$ cat src/rtl/ps2_host_tx.sv
// PS/2 host-to-device transmitter: inhibit, request-to-send, 11 device-clocked bits, ACK check.
// Define PS2_TX_ACK_CHECK_EN to turn a missing device ACK into an error pulse.
module ps2_host_tx #(
    parameter int CLK_HZ     = 50_000_000,
    parameter int INHIBIT_US = 100,
    parameter int TIMEOUT_US = 15000
) (
    input  logic       clk_50,
    input  logic       rst_n,
    input  logic [7:0] tx_data,
    input  logic       tx_valid,
    output logic       tx_ready,
    output logic       busy,
    output logic       done,
    output logic       error,
    input  logic       ps2_clk_in,
    input  logic       ps2_data_in,
    output logic       ps2_clk_oe,
    output logic       ps2_data_oe
);

    localparam logic [19:0] INH_CYC = 20'(CLK_HZ / 1_000_000 * INHIBIT_US);
    localparam logic [19:0] TO_CYC  = 20'(CLK_HZ / 1_000_000 * TIMEOUT_US);

    typedef enum logic [2:0] {IDLE, INHIBIT, RTS, DATA, ACK, WAIT_IDLE} state_t;

    state_t      state, state_n;
    logic [9:0]  shift, shift_n;
    logic [3:0]  bit_cnt, bit_cnt_n;
    logic [19:0] timer, timer_n;
    logic        clk_oe_q, clk_oe_n, data_oe_q, data_oe_n;
    logic        done_q, done_n, error_q, error_n;
    logic        clk_meta, clk_sync, clk_prev, data_meta, data_sync;
    logic        fall;

    // Pins idle high, so the synchronisers reset to 1 to avoid a false fall.
    always_ff @(posedge clk_50) begin
        if (!rst_n) begin
            clk_meta  <= 1'b1;
            clk_sync  <= 1'b1;
            clk_prev  <= 1'b1;
            data_meta <= 1'b1;
            data_sync <= 1'b1;
        end else begin
            clk_meta  <= ps2_clk_in;
            clk_sync  <= clk_meta;
            clk_prev  <= clk_sync;
            data_meta <= ps2_data_in;
            data_sync <= data_meta;
        end
    end

    assign fall = clk_prev & ~clk_sync;

    always_ff @(posedge clk_50) begin
        if (!rst_n) begin
            state     <= IDLE;
            shift     <= '1;
            bit_cnt   <= '0;
            timer     <= '0;
            clk_oe_q  <= 1'b0;
            data_oe_q <= 1'b0;
            done_q    <= 1'b0;
            error_q   <= 1'b0;
        end else begin
            state     <= state_n;
            shift     <= shift_n;
            bit_cnt   <= bit_cnt_n;
            timer     <= timer_n;
            clk_oe_q  <= clk_oe_n;
            data_oe_q <= data_oe_n;
            done_q    <= done_n;
            error_q   <= error_n;
        end
    end

    always_comb begin
        state_n   = state;
        shift_n   = shift;
        bit_cnt_n = bit_cnt;
        timer_n   = timer;
        clk_oe_n  = clk_oe_q;
        data_oe_n = data_oe_q;
        done_n    = 1'b0;
        error_n   = 1'b0;

        case (state)
            IDLE: begin
                clk_oe_n  = 1'b0;
                data_oe_n = 1'b0;
                if (tx_valid) begin
                    shift_n   = {1'b1, ~^tx_data, tx_data};
                    bit_cnt_n = '0;
                    timer_n   = '0;
                    clk_oe_n  = 1'b1;
                    state_n   = INHIBIT;
                end
            end
            INHIBIT: begin
                timer_n = timer + 20'd1;
                // Start bit goes low one cycle before the clock is released.
                if (timer == INH_CYC - 20'd2) data_oe_n = 1'b1;
                if (timer == INH_CYC - 20'd1) begin
                    clk_oe_n  = 1'b0;
                    data_oe_n = 1'b1;
                    timer_n   = '0;
                    state_n   = RTS;
                end
            end
            RTS, DATA: begin
                if (fall) begin
                    data_oe_n = ~shift[0];
                    shift_n   = {1'b1, shift[9:1]};
                    bit_cnt_n = bit_cnt + 4'd1;
                    state_n   = (bit_cnt == 4'd9) ? ACK : DATA;
                end
            end
            ACK: begin
                if (fall) begin
`ifdef PS2_TX_ACK_CHECK_EN
                    if (data_sync) begin
                        clk_oe_n  = 1'b0;
                        data_oe_n = 1'b0;
                        error_n   = 1'b1;
                        state_n   = IDLE;
                    end else begin
                        state_n = WAIT_IDLE;
                    end
`else
                    state_n = WAIT_IDLE;
`endif
                end
            end
            WAIT_IDLE: begin
                if (clk_sync && data_sync) begin
                    done_n  = 1'b1;
                    state_n = IDLE;
                end
            end
            default: state_n = IDLE;
        endcase

        // Device-paced states share one inter-edge watchdog; it overrides everything.
        if (state == RTS || state == DATA || state == ACK || state == WAIT_IDLE) begin
            if (fall) begin
                timer_n = '0;
            end else if (timer == TO_CYC - 20'd1) begin
                clk_oe_n  = 1'b0;
                data_oe_n = 1'b0;
                done_n    = 1'b0;
                error_n   = 1'b1;
                state_n   = IDLE;
            end else begin
                timer_n = timer + 20'd1;
            end
        end
    end

    assign tx_ready    = (state == IDLE);
    assign busy        = (state != IDLE);
    assign done        = done_q;
    assign error       = error_q;
    assign ps2_clk_oe  = clk_oe_q;
    assign ps2_data_oe = data_oe_q;

endmodule
$ cat config.mk
export PLATFORM = sky130hd
export DESIGN_NAME = ps2_host_tx
export DESIGN_NICKNAME = d
export VERILOG_FILES = /design/src/rtl/ps2_host_tx.sv
export SDC_FILE = /design/constraint.sdc
export NUM_CORES = 1
export LEC_CHECK = 0
export ABC_AREA = 1
export CAP_MARGIN = 20
export CORE_MARGIN = 4
export CORE_UTILIZATION = 53
export CTS_BUF_LIST = sky130_fd_sc_hd__clkbuf_8 sky130_fd_sc_hd__clkbuf_16
export CTS_CLUSTER_SIZE = 20
export DETAILED_ROUTE_END_ITERATION = 10
export PLACE_DENSITY_LB_ADDON = 0.25
export SETUP_SLACK_MARGIN = 0.02
export SYNTH_ARGS = -nofsm -noshare
export SYNTH_HDL_FRONTEND = slang
export SYNTH_SLANG_ARGS = --single-unit
$ cat constraint.sdc
create_clock -name clk_50 -period 1.8 [get_ports clk_50]
set_clock_uncertainty 0.2 [all_clocks]
set_input_delay 0.36 -clock clk_50 [delete_from_list [all_inputs] [get_ports clk_50]]
set_output_delay 0.36 -clock clk_50 [all_outputs]
set_load 0.02 [all_outputs]
==> run_results.csv <==
group,metric,value,unit
outcome,status,"finished, violations left",
outcome,violations,"setup timing",
die,core,5170,sq um
synthesis,synth.top_cells.by_area,"dfxtp_1 32%, nand2_1 13%, inv_1 6.1%",
cells_and_area,syn_to_final_growth,35.8,%
pwr,powerDensity,560,nW/um^2
detailed_routing,drt-vias-per-instance,5.64,
pwr,ir_drop,0.000408,V
worst_setup_path,crit_type,"flop to flop",
timing,worst_slack,-0.0130,ns
detailed_routing,drc,0,
cts,cts.clk_slew.worst_paths,0.09,ns
grt,antenna_found_initial,0,
detailed_routing,drtPass1Iterations,5,
die,die_w,81.4,um
synthesis,synth_most_common_cell,"nand2_1",
worst_setup_path,crit_arrival,1.82,ns
synthesis,yosys_register_bits,45,
cells_and_area,design_area,3870,sq um
die,die_h,81.4,um
cells_and_area,fin_cells,559,
grt,grt_remaining_overflow,0,
synthesis,synth_edf_count,0,
grt,grt_max_degree,20,
cells_and_area,final_nets,505,
die,initial_core_util,55.2,%
synthesis,synthFlopType,"dfxtp_1",
timing,setup-violations-final,1,
worst_setup_path,max_stage_delay,0.33,ns
synthesis,synth_top_area_share,31.6,%
worst_setup_path,cp_max_fo,8,
timing,period_needed,1.81,ns
synthesis,ys_warn_count,0,
job,drv_cap,0,
cts,cts_tree,"yes",
placed_design,port_buffers,18,
timing,min_period_over_period,101,%
synthesis,synth.distinct_cells,43,
synthesis,synthesis.area,2850,sq um
detailed_routing,postRouteAntennaNets,0,
die,die_area,6620,sq um
detailed_routing,wl_per_cell,15.0,um
pwr,power,2.17,mW
grt,grt_pass1_vias,2865,
die,rows,26,
synthesis,syn_nets,436,
timing,setup_tns,-0.0130,ns
synthesis,async_reset_ff_share,0,%
worst_setup_path,endpoint_kind,"flop",
detailed_routing,vias,3153,
synthesis,syn_avg_cell_area,6.81,sq um
timing,hold_viol,0,
cells_and_area,drive_above_1_share,32.9,%
detailed_routing,initialDrtViolationCount,338,
grt,grt_pass1_wl,12900,um
synthesis,synth_cells,419,
worst_setup_path,critical_path_required,1.80,ns
cells_and_area,diodes,0,
detailed_routing,wl,8400,um
worst_setup_path,cp_cell_sequence,"nor2_1 > nand2_1 > nor2_2 > nand3_4 > nand3_4 > nand2_8 > inv_4 > nand2_2 > nand2_1 > nor2_1",
synthesis,yosysTopAreaCell,"dfxtp_1",
timing,worst_pin_slew,0.600,ns
placed_design,hpwl,5560,um
worst_setup_path,cpMaxStageDelayCell,"dfxtp_1",
grt,grt_util_all_layers,25.1,%
cts,cts_max_level,2,
pwr,p_leak,1.72,nW
timing,slew_headroom,60.0,%
worst_hold_path,worstHoldPathType,"flop to flop",
cts,clkLatencyLatePin,0.32,ns
timing,rsz0062_at_grt,"true",
timing,clock.fmax,0.552,GHz
synthesis,ys_seq_area_share,31.6,%
placed_design,placed_cells,535,
cts,cts-root-buf,"clkbuf_8",
cts,numCtsBuffers,5,
die,io_pins,19,
cts,cts.path.max_buffers,2,
cts,cts.sinks,45,
timing,slew_violations,0,
worst_setup_path,cp_top_family,"simple AND/OR/NAND/NOR gates",
worst_setup_path,setup.worst_path.start_class,"flop",
worst_setup_path,critPathBufInv,1,
synthesis,netlist_top_cells_count,"101 x nand2_1, 46 x inv_1, 45 x dfxtp_1, 40 x nor2_1, 25 x nand3_1",
placed_design,place_congestion,0.912,
placed_design,placed_area,3390,sq um
placed cells by master (no fill, tap or decap), types with 2 or more instances in the layout:
cell | synthesis | final
dlygate4sd2_1 | 0 | 4
a21oi_2 | 3 | 6
clkdlybuf4s50_1 | 0 | 12
and2_1 | 2 | 2
nand3_2 | 2 | 8
clkbuf_8 | 0 | 5
ha_1 | 4 | 3
nand2_4 | 4 | 9
inv_2 | 10 | 12
dfxtp_2 | 0 | 5
buf_6 | 2 | 5
xor2_1 | 6 | 6
inv_4 | 0 | 4
o211ai_1 | 16 | 16
nand3_1 | 25 | 18
or2_2 | 4 | 4
buf_4 | 1 | 46
o21ai_0 | 9 | 8
a21oi_1 | 24 | 21
dfxtp_4 | 0 | 6
nor2_1 | 40 | 31
nand2_2 | 9 | 10
nand2_1 | 101 | 94
buf_12 | 0 | 3
xnor2_1 | 6 | 6
nand2_8 | 0 | 2
nor3_1 | 5 | 4
nand3_4 | 2 | 3
nor2_4 | 4 | 10
o21ai_1 | 4 | 4
inv_1 | 46 | 42
nor2_2 | 6 | 9
nor3_4 | 2 | 3
dfxtp_1 | 45 | 34
nand4_1 | 13 | 13
path summary, 6_finish.rpt:
| kind | slack (ns) | end | cells after the start | start |
|---|---|---|---|---|
| setup / recovery | -0.01 | timer[17] | 10 | timer[10] |
| hold / removal | 0.22 | clk_sync | 1 | clk_meta |
| setup reg to reg | -0.01 | timer[17] | 10 | timer[10] |
| hold reg to reg | 0.22 | clk_sync | 1 | clk_meta |
per-layer routing:
| layer | GRT usage [%] | vias up | wire length [um] |
|---|---|---|---|
| met5 | 0 | - | 0 |
| li1 | - | 1503 | - |
| met2 | 44.4 | 152 | 4150 |
| met1 | 29.1 | 1449 | 3250 |
| met4 | 11.8 | 0 | 423 |
| met3 | 4.21 | 49 | 576 |
area by class of cell:
type | count | area (sq um)
clock buffers | 5 | 68.8
clock inverters | 3 | 42.5
fillers | 368 | 1300
inverters | 57 | 224
multi-input cells | 307 | 1900
flip-flops and latches | 45 | 930
well taps | 70 | 87.6
repair buffers | 72 | 627
what timing repair did:
action | 4_1_cts | 5_1_grt
endpoints found under the setup margin | 30 | 25
pin swaps | 8 | 23
setup buffers | 4 | 11
hold buffers | 0 | 0
gates cloned | 0 | 1
hold endpoints to repair | 0 | 0
resized for setup | 31 | 61
flip-flops by register name (all words and copies together), names as in the netlist, 3 cells and up:
signal / count
timer: 20
shift: 9
bit_cnt: 4
state: 3
logic make-up after synthesis:
kind of cell / synth area share, %
and+or+nand+nor: 39.2
buffers and inverters: 9.82
AOI/OAI and AO/OA: 13.9
DFF: 31.6
xor gates and xnor gates: 3.68
adders and majority gates: 1.75
metrics by stage:
stage | utilization (%) | hold WS [ns] | worst slack, ns
global placement | 65.6 | 0.195 | -0.0562
CTS | 69.3 | 0.222 | 0.00624
floorplan | - | 0.193 | 0.0554
detailed placement | 65.6 | 0.200 | -0.0994
finish | 74.9 | 0.220 | -0.0130
global route | 74.9 | 0.241 | -0.0718
where the power goes:
part / internal, mW / total [mW] / switching (mW)
clock: 0.412 / 0.799 / 0.387
combinational: 0.152 / 0.333 / 0.181
sequential: 1.02 / 1.04 / 0.0174
total: 1.59 / 2.17 / 0.585
(Power assumes the default switching activity.)
